**config.mk**
```make
export PLATFORM = sky130hd
export DESIGN_NAME = pipeline_ctrl
export DESIGN_NICKNAME = d
export VERILOG_FILES = /design/src/rtl/pipeline_ctrl.sv
export SDC_FILE = /design/constraint.sdc
export NUM_CORES = 1
export LEC_CHECK = 0
export ABC_CLOCK_PERIOD_IN_PS = 3650
export BUFFER_PORTS_ARGS = -buffer_cell sky130_fd_sc_hd__buf_2
export CELL_PAD_IN_SITES_DETAIL_PLACEMENT = 1
export CELL_PAD_IN_SITES_GLOBAL_PLACEMENT = 1
export CORE_UTILIZATION = 40
export DETAILED_ROUTE_END_ITERATION = 8
export GPL_ROUTABILITY_DRIVEN = 1
export PLACE_DENSITY_LB_ADDON = 0.15
export SETUP_SLACK_MARGIN = 0.15
export SYNTH_ARGS = -nofsm -noshare
export SYNTH_HDL_FRONTEND = slang
export SYNTH_SLANG_ARGS = --single-unit
```
**constraint.sdc**
```tcl
create_clock -name clk -period 3.65 [get_ports clk]
set_input_delay 1.095 -clock clk [delete_from_list [all_inputs] [get_ports clk]]
set_output_delay 1.095 -clock clk [all_outputs]
set_load 0.1 [all_outputs]
```
**src/rtl/pipeline_ctrl.sv**
```systemverilog
// Hazard/stall controller for the 5-stage RV64 pipeline.
// Optional PIPE_CTRL_PERF_EN adds bubble/freeze performance counters.
module pipeline_ctrl #(
  parameter int RESET_HOLD  = 4,
  parameter int MEM_TIMEOUT = 256
) (
  input  logic        clk,
  input  logic        rst,
  input  logic        ex_readMem,
  input  logic [4:0]  ex_rd,
  input  logic [4:0]  id_rs1,
  input  logic [4:0]  id_rs2,
  input  logic        ex_redirect,
  input  logic        imem_ready,
  input  logic        mem_req,
  input  logic        mem_ready,
`ifdef PIPE_CTRL_PERF_EN
  output logic [31:0] perf_bubble_cnt,
  output logic [31:0] perf_freeze_cnt,
`endif
  output logic        pc_en,
  output logic        if_id_en,
  output logic        if_id_flush,
  output logic        id_ex_pause,
  output logic        id_ex_flush,
  output logic        pipeline_en,
  output logic        mem_err
);

  localparam int HW = $clog2(RESET_HOLD + 1);
  localparam int TW = $clog2(MEM_TIMEOUT + 1);

  typedef enum logic [1:0] {
    HOLD,
    RUN,
    MEM_WAIT,
    ERROR
  } state_t;

  state_t        state;
  logic [HW-1:0] hold_cnt;
  logic [TW-1:0] tmo_cnt;
  logic          err_q;

  logic load_use;
  logic stall;
  logic frozen;
  logic held;

  assign load_use = ex_readMem && (ex_rd != 5'd0) &&
                    ((ex_rd == id_rs1) || (ex_rd == id_rs2));
  assign stall    = mem_req && !mem_ready;
  assign held     = rst || (state == HOLD);
  assign frozen   = !held &&
                    ((state == ERROR) ||
                     ((state == RUN) && stall) ||
                     ((state == MEM_WAIT) && !mem_ready));

  // Reset cycle already presents the reset values, before state settles.
  assign mem_err = err_q && !rst;

  always_comb begin
    pc_en       = 1'b1;
    if_id_en    = 1'b1;
    if_id_flush = 1'b0;
    id_ex_pause = 1'b0;
    id_ex_flush = 1'b0;
    pipeline_en = 1'b1;
    if (held) begin
      pc_en       = 1'b0;
      if_id_en    = 1'b0;
      if_id_flush = 1'b1;
      id_ex_flush = 1'b1;
    end else if (frozen) begin
      pc_en       = 1'b0;
      if_id_en    = 1'b0;
      pipeline_en = 1'b0;
    end else if (ex_redirect) begin
      if_id_flush = 1'b1;
      id_ex_flush = 1'b1;
    end else if (load_use) begin
      pc_en       = 1'b0;
      if_id_en    = 1'b0;
      id_ex_pause = 1'b1;
    end else if (!imem_ready) begin
      pc_en       = 1'b0;
      if_id_flush = 1'b1;
    end
  end

  always_ff @(posedge clk) begin
    if (rst) begin
      state    <= HOLD;
      hold_cnt <= '0;
      tmo_cnt  <= '0;
      err_q    <= 1'b0;
    end else begin
      unique case (state)
        HOLD: begin
          if (hold_cnt == HW'(RESET_HOLD - 1)) begin
            state    <= RUN;
            hold_cnt <= '0;
          end else begin
            hold_cnt <= hold_cnt + 1'b1;
          end
        end
        RUN: begin
          if (stall) begin
            state   <= MEM_WAIT;
            tmo_cnt <= '0;
          end
        end
        MEM_WAIT: begin
          if (mem_ready) begin
            state   <= RUN;
            tmo_cnt <= '0;
          end else if (tmo_cnt == TW'(MEM_TIMEOUT - 1)) begin
            state   <= ERROR;
            tmo_cnt <= TW'(MEM_TIMEOUT);
            err_q   <= 1'b1;
          end else begin
            tmo_cnt <= tmo_cnt + 1'b1;
          end
        end
        ERROR: begin
          state <= ERROR;
        end
        default: state <= HOLD;
      endcase
    end
  end

`ifdef PIPE_CTRL_PERF_EN
  logic [1:0] bubble_inc;

  // A redirect throws away two fetched slots; a load-use inserts one.
  always_comb begin
    bubble_inc = 2'd0;
    if (!held && !frozen) begin
      if (ex_redirect)
        bubble_inc = 2'd2;
      else if (load_use)
        bubble_inc = 2'd1;
    end
  end

  always_ff @(posedge clk) begin
    if (rst) begin
      perf_bubble_cnt <= '0;
      perf_freeze_cnt <= '0;
    end else begin
      perf_bubble_cnt <= perf_bubble_cnt + {30'd0, bubble_inc};
      if (frozen)
        perf_freeze_cnt <= perf_freeze_cnt + 32'd1;
    end
  end
`endif

endmodule

```
==> metrics.md, run 1 <==
| Metric | Value |
|---|---|
| Pin count of the biggest net entering global routing | 16 |
| Syn_nets | roughly 140 |
| Post-synth EDFFs | 0 |
| Kind of cell adding the most delay to the critical path | simple AND/OR/NAND/NOR gates |
| Post-synthesis sequential area ratio | 0.296 |
| Synth Area in Simple Gates | 0.284 |
| Most common cell on crit path | nor2_4 |
| Placed Instance Area | between 1000 and 1500 sq um |
| # DRC | 0 |
| Adder-cell share of the synthesized area | 0.0369 |
| Starting Density | 0.442 |
| Final WL | 2.53 mm |
| Mean Syn Cell Area | roughly 8.6 sq um |
| Core Util, Final | 0.593 |
| Maxcap violations | 0 |
| Pre-antenna DRT Iters | 4 |
| XOR/XNOR Fraction of Synth Area | 0.138 |
| Tot GR Track Use | 0.212 |
| CP Launch Type | primary input |
| Post-synthesis async set-or-reset flop share | 0 |
| Final Max Tran Viols | 0 |
| Core Box Area | between 2000 and 2500 sq um |
| Critical path peak fanout | 3 |
| Clock sink total | 15 |
| Data arrival time of the worst path | around 2.4 ns |
| Chip Height | ~52 microns |
| Mapped Cells | roughly 120 |
| # rows | 17 |
| Register area | between 300 and 400 sq um |
| Multi-input gate area | approximately 730 sq um |
| Pre-CTS WS | 0.111 ns |
| H-Tree Depth | 1 |
| Most frequently used flop master after synthesis | dfxtp_1 |
| Ports | 29 |
| Hold Buf Count CTS | 0 |
| Gr ovfl total | 0 |
| R2R Setup Slk | 1.92 ns |
| R2R cell count | 7 |
| Avg WL per Cell | 14.2 microns |
| Vias | 946 |
| Worst Skew | ~0.0095 ns |
| Vias per inst | around 5.3 |
| Post-route ant nets | 0 |
| FMAX | 286 MHz |
| R2R Path Start | tmo_cnt[0] |
| Die area | roughly 2700 sq um |
| Post-synthesis compound-gate area fraction | 0.192 |
| Antenna violations before repair | 0 |
| Crit-path max cell delay | around 0.54 ns |
| Root Buffer | clkbuf_4 |
| Pleak | between 0.4 and 0.5 nW |
| DIE WIDTH | 52.4 microns |
| Number of global-route vias before repair | 965 |
| First-pass GRT wire length | 4.17 mm |
| Worst skew pair latency | 0.29 ns |
| Proportion of layout cells with a drive suffix above 1 | 0.367 |
| Peak supply drop | 0.215 mV |
| Status | finished, final reports clean |
| WP data required | between 2 and 3 ns |
| Clk slew on worst S/H paths | roughly 0.080 ns |
| Final hold violations | 0 |
| CTS tree | built |
| Least-Margin Pin Slew | between 0.4 and 0.5 ns |
| Synthesized flop and latch total | 15 |
| CP Capture Type | output port |
| Final Instance Area | roughly 1400 sq um |
| Cell Area, Synth | about 1000 sq um |
| Final setup viols | 0 |
| Worst path cell trace | buf_8 > or4_4 > nor2_4 > nor2_4 > a211oi_4 > buf_12 |
| Reg-to-reg endpoint | tmo_cnt[3] |
| Crit share post-route | 0.958 |
| Hold crit path type | reg -> reg |
| Clock Path Buffers | 2 |
| Hold worst-path end | hold_cnt[2] |
| RSZ-0062 raised after global routing | true |
| Cts bufs inserted | 3 |
| Crit path time final | roughly 3.5 ns |
| Post-synthesis mux area share | 0.00985 |
| Gpl congestion | roughly 0.77 |
| CP Buf/Inv Count | 2 |
| Ys Warns | 0 |
| Area Overhead vs Synth | 34.0% |
| PwrDens | 298 nW/um^2 |
| Final WS setup | approximately 0.15 ns |
| Hpwl dp | ~2.1 mm |
| Slowest-stage cell, CP | or4_4 |
| DRT iter0 DRCs | 11 |
| Worst slew margin | 0.676 |
| WS Path Type | in -> out |
| Largest family of logic cells by synthesized area | simple AND/OR/NAND/NOR gates |
| Count of different cell masters after synthesis | 40 |
| Number of diodes | 0 |
| Hold depth | 2 |
| Hold_sp | hold_cnt[2] |
| Buffers on Ports | 28 |
| FILL cells | 280 |
| Fin nets | ~180 |
-- worst reg2reg max path, cell delays in order (launching register included) --
cell	delay, ns
dfxtp_1	0.35
ha_1	0.24
nand2_1	0.11
nor3_1	0.06
ha_1	0.22
nor3_2	0.35
o21bai_2	0.20
nor2_1	0.15
-- kinds of logic after synthesis --
kind of cell | Yosys count
mux | 1
simple gates | 48
compound gates | 26
fa+ha+maj | 3
flops | 15
xor+xnor | 16
buf+inv | 9
-- cell usage in the layout (no fill, tap or decap), types with 2 or more instances in the layout --
cell,instances
buf_2,21
dfxtp_1,15
xnor2_1,14
nor2_1,11
nand2_1,8
a21oi_1,6
inv_1,5
nand3_1,4
nand2b_1,4
a211oi_1,4
buf_12,4
buf_4,4
nor3_1,3
o21ai_0,3
ha_1,3
clkbuf_4,3
nor2b_2,2
nor3b_1,2
nor2_4,2
a22oi_1,2
nor2_2,2
xor2_1,2
buf_6,2
-- final cells by class --
class | count | area share
clock buffers | 3 | 0.0165
clock inverters | 1 | 0.00368
inverters | 5 | 0.0138
multi-input cells | 94 | 0.534
flip-flops and latches | 15 | 0.221
well taps | 28 | 0.0257
repair buffers | 32 | 0.186
-- how the worst max path moves through the flow --
| stage | start | to | slack [ns] | cells after the start |
|---|---|---|---|---|
| floorplan | ex_rd[1] | pc_en | -0.14 | 4 |
| global placement | mem_req | pc_en | 0.12 | 6 |
| detailed placement | mem_req | pc_en | 0.11 | 6 |
| CTS | ex_rd[1] | pc_en | 0.15 | 6 |
| global route | ex_rd[4] | pc_en | 0.12 | 6 |
| finish | ex_rd[4] | pc_en | 0.15 | 6 |
-- Yosys cell counts (2+ instances only) --
library cell  number  share of area
dfxtp_1           15           0.30
xnor2_1           14           0.12
nor2_1            13          0.048
a21oi_1            8          0.039
nand2_1            8          0.030
inv_1              5          0.018
a211oi_1           4          0.030
nand2b_1           4          0.025
nand3_1            4          0.020
ha_1               3          0.037
nor3_1             3          0.015
o21ai_0            3          0.015
a22oi_1            2          0.015
buf_2              2         0.0099
nor2_2             2          0.012
nor2b_1            2          0.012
nor3b_1            2          0.015
xor2_1             2          0.017
-- where the power goes --
part	internal, mW	total [mW]	switching [mW]
Sequential	0.173	0.185	0.0119
Combinational	0.0560	0.123	0.0673
Clock	0.0408	0.0965	0.0558
Total	0.270	0.405	0.135
-- layer usage --
| layer | vias up | GRT usage | routed length (microns) |
|---|---|---|---|
| met5 | - | 0 | 0 |
| met2 | 25 | 0.380 | 1300 |
| met4 | 0 | 0.0921 | 40 |
| li1 | 481 | - | - |
| met3 | 5 | 0.0406 | 100 |
| met1 | 435 | 0.239 | 1090 |
-- metrics by stage --
step | hold WS, ns | total power, mW | setup TNS, ns | cells
after global placement | 0.440 | 0.301 | 0 | 173
after floorplan | 0.427 | 0.268 | -0.259 | 118
after global routing | 0.505 | 0.428 | 0 | 178
after CTS | 0.481 | 0.408 | 0 | 178
final | 0.478 | 0.405 | 0 | 178
after detailed placement | 0.468 | 0.308 | 0 | 173
-- registers in the layout, summed over array words and instances, names as in the netlist --
| name | count |
|---|---|
| tmo_cnt | 9 |
| hold_cnt | 3 |
| state | 2 |
| err_q | 1 |
-- what timing repair did --
item,in CTS,in global routing
buffers inserted,1,0
gates resized for setup,3,7
hold endpoints to repair,0,0
pin swaps,3,5
endpoints found under the setup margin,2,2
No activity file was read; power rests on OpenSTA's default activity.
==> inputs of run 2 (changes only) <==
--- a/config.mk
+++ b/config.mk
@@ -6,10 +6,10 @@
 export NUM_CORES = 1
 export LEC_CHECK = 0
-export ABC_CLOCK_PERIOD_IN_PS = 3650
-export BUFFER_PORTS_ARGS = -buffer_cell sky130_fd_sc_hd__buf_2
+export ABC_CLOCK_PERIOD_IN_PS = 3010
 export CELL_PAD_IN_SITES_DETAIL_PLACEMENT = 1
 export CELL_PAD_IN_SITES_GLOBAL_PLACEMENT = 1
 export CORE_UTILIZATION = 40
 export DETAILED_ROUTE_END_ITERATION = 8
+export DONT_BUFFER_PORTS = 1
 export GPL_ROUTABILITY_DRIVEN = 1
 export PLACE_DENSITY_LB_ADDON = 0.15
==> constraint.sdc (replaced) <==
create_clock -name clk -period 3.01 [get_ports clk]
set_input_delay 0.602 -clock clk [delete_from_list [all_inputs] [get_ports clk]]
set_output_delay 0.602 -clock clk [all_outputs]
set_load 0.1 [all_outputs]
==> run 2 against run 1 <==
  * Critical path depth down 2
  * Critical path type is now reg -> out
  * Sequential cell count unchanged
  * Sequential power up 21%
  * Final cell count down 14%
  * Combinational power down 12%
==> metrics.md, run 2 (synthesis results as in run 1) <==
| Metric | Value |
|---|---|
| Post-CTS Setup Bufs | 0 (-1) |
| P_sw | 0.141 mW (+4.3%) |
| Final hold violations | 0 (unchanged) |
| Cts bufs inserted | 3 (unchanged) |
| WP data required | 2.41 ns (-0.14 ns) |
| Clock Path Buffers | 2 (unchanged) |
| Hold_sp | rst |
| DIE WIDTH | 52.4 microns (unchanged) |
| Crit path time final | between 2 and 3 ns |
| Top flop regs | tmo_cnt x9, hold_cnt x3, state x2 |
| Final Max Tran Viols | 0 (unchanged) |
| Maxcap violations | 0 (unchanged) |
| Number of diodes | 0 (unchanged) |
| Pin count of the biggest net entering global routing | 16 (unchanged) |
| R2R cell count | 7 (unchanged) |
| Gr ovfl total | 0 (unchanged) |
| Pleak | 0.356 nW (-28%) |
| Number of global-route vias before repair | 878 (-9.0%) |
| Proportion of layout cells with a drive suffix above 1 | 0.184 (-0.183) |
| Hold Buf Count CTS | 0 (unchanged) |
| Flop pwr share | 0.501 (+0.044) |
| Tot GR Track Use | 0.188 (-0.0234) |
| FMAX | approximately 370 MHz |
| Worst slew margin | 0.646 (-0.0303) |
| Data arrival time of the worst path | 2.07 ns (-0.33 ns) |
| Ports | 29 (unchanged) |
| PwrDens | 399 nW/um^2 (+34%) |
| Vias per inst | 5.58 (+5.0%) |
| Root Buffer | clkbuf_4 |
| H-Tree Depth | 1 (unchanged) |
| Total negative slack | 0 ns (unchanged) |
| Chip Height | 52.4 microns (unchanged) |
| Antenna violations before repair | 0 (unchanged) |
| Sw Ratio | 0.315 (-0.0185) |
| Fin nets | 151 (-14%) |
| R2R Path Start | tmo_cnt[0] |
| Buffers on Ports | 0 (-100%) |
| # resized after CTS | 0 (-3) |
| Die area | 2750 sq um (unchanged) |
| Avg WL per Cell | 14.0 microns (-1.7%) |
| Hpwl dp | 1.74 mm (-16%) |
| Vias | 854 (-9.7%) |
| Critical path peak fanout | 12 (+9) |
| Final WL | 2.14 mm (-15%) |
| Clk slew on worst S/H paths | 0.09 ns (about the same) |
| Post-route ant nets | 0 (unchanged) |
| CTS tree | built |
| RSZ-0062 raised after global routing | false |
| # DRC | 0 (unchanged) |
| Final Total Pwr | 0.448 mW (+10%) |
| Least-Margin Pin Slew | 0.531 ns (+0.0421 ns) |
| Area Overhead vs Synth | 10.5% |
| Worst skew pair latency | 0.28 ns (about the same) |
| Final setup viols | 0 (unchanged) |
| Worst Skew | 0.00199 ns (-0.00752 ns) |
| Pre-antenna DRT Iters | 2 (-2) |
| Core Box Area | 2300 sq um (unchanged) |
| R2R Setup Slk | 1.27 ns (-0.65 ns) |
| Highest-count cells in the layout ignoring fill and taps | 15 x dfxtp_1, 14 x xnor2_1, 13 x nor2_1 |
| Hold depth | 1 (-1) |
| Peak supply drop | 0.189 mV (-12%) |
| Hold crit path type | in -> reg |
| Most common cell after layout, fill and taps aside | dfxtp_1 |
| Gpl congestion | 0.709 (-7.4%) |
| # rows | 17 (unchanged) |
| Crit path from | state[0] |
| Max FFs per register | 9 (unchanged) |
| CP Capture Type | output port |
| Biggest register | tmo_cnt |
| Pint | 0.307 mW (+14%) |
| Starting Density | 0.442 (unchanged) |
| Crit share post-route | 0.887 |
| Status | finished, final reports clean |
| Comb power frac | 0.241 (-0.063) |
| CP Launch Type | flip-flop |
| Clock sink total | 15 (unchanged) |
| First-pass GRT wire length | 3.84 mm (-7.8%) |
| Power share of the clock group | 0.258 (+0.020) |
| DRT iter0 DRCs | 4 (-7) |
| WS Path Type | reg -> out |
==> run 2: changes by cell type in the layout (fill, tap and decap cells not counted), moves of 2 or more <==
cell,delta
buf_4,+3
nor2_4,-2
nor2_1,+2
buf_12,-4
buf_2,-21
buf_6,-2
==> run 2: per-layer routing <==
metal,GRT usage,wire length [microns]
met1,0.217,978
met2,0.335,1060
met3,0.0609,89
met4,0.0395,12
met5,0,0
==> run 2: power groups by stage <==
stage	clock, mW	sequential [mW]	combinational, mW
2_1_floorplan	0	0.221	0.101
3_3_place_gp	0	0.228	0.105
3_5_place_dp	0	0.229	0.108
4_1_cts	0.121	0.224	0.108
5_1_grt	0.130	0.227	0.121
6_report	0.116	0.224	0.108
==> run 2: stage by stage <==
stage                     hold WS [ns]  setup slack, ns   util  instance area, sq um  cells
after CTS                        0.366            0.330  0.489                  1120    153
final                            0.375            0.341  0.489                  1120    153
after detailed placement         0.458            0.468  0.477                  1100    149
after global routing             0.352            0.250  0.489                  1120    153
after floorplan                  0.427            0.171      -                  1030    118
after global placement           0.439            0.491  0.477                  1100    149
==> run 2: final timing paths <==
kind	end
worst min-delay path	hold_cnt[0]
worst max-delay path	pc_en
worst min register to register	hold_cnt[2]
worst max register to register	tmo_cnt[2]
==> run 2: final cells by class <==
type | instances | area [sq um]
multi-input cells | 94 | 689
flip-flops and latches | 15 | 300
clock buffers | 4 | 26.3
repair buffers | 7 | 52.6
fillers | 272 | 1170
well taps | 28 | 35.0
inverters | 5 | 18.8
==> run 2: worst max-delay path, cell delays in order (launching register included) <==
cell and delay [ns]:
dfxtp_1 0.59, or3b_1 0.42, a21o_1 0.25, a211oi_4 0.21, buf_4 0.32
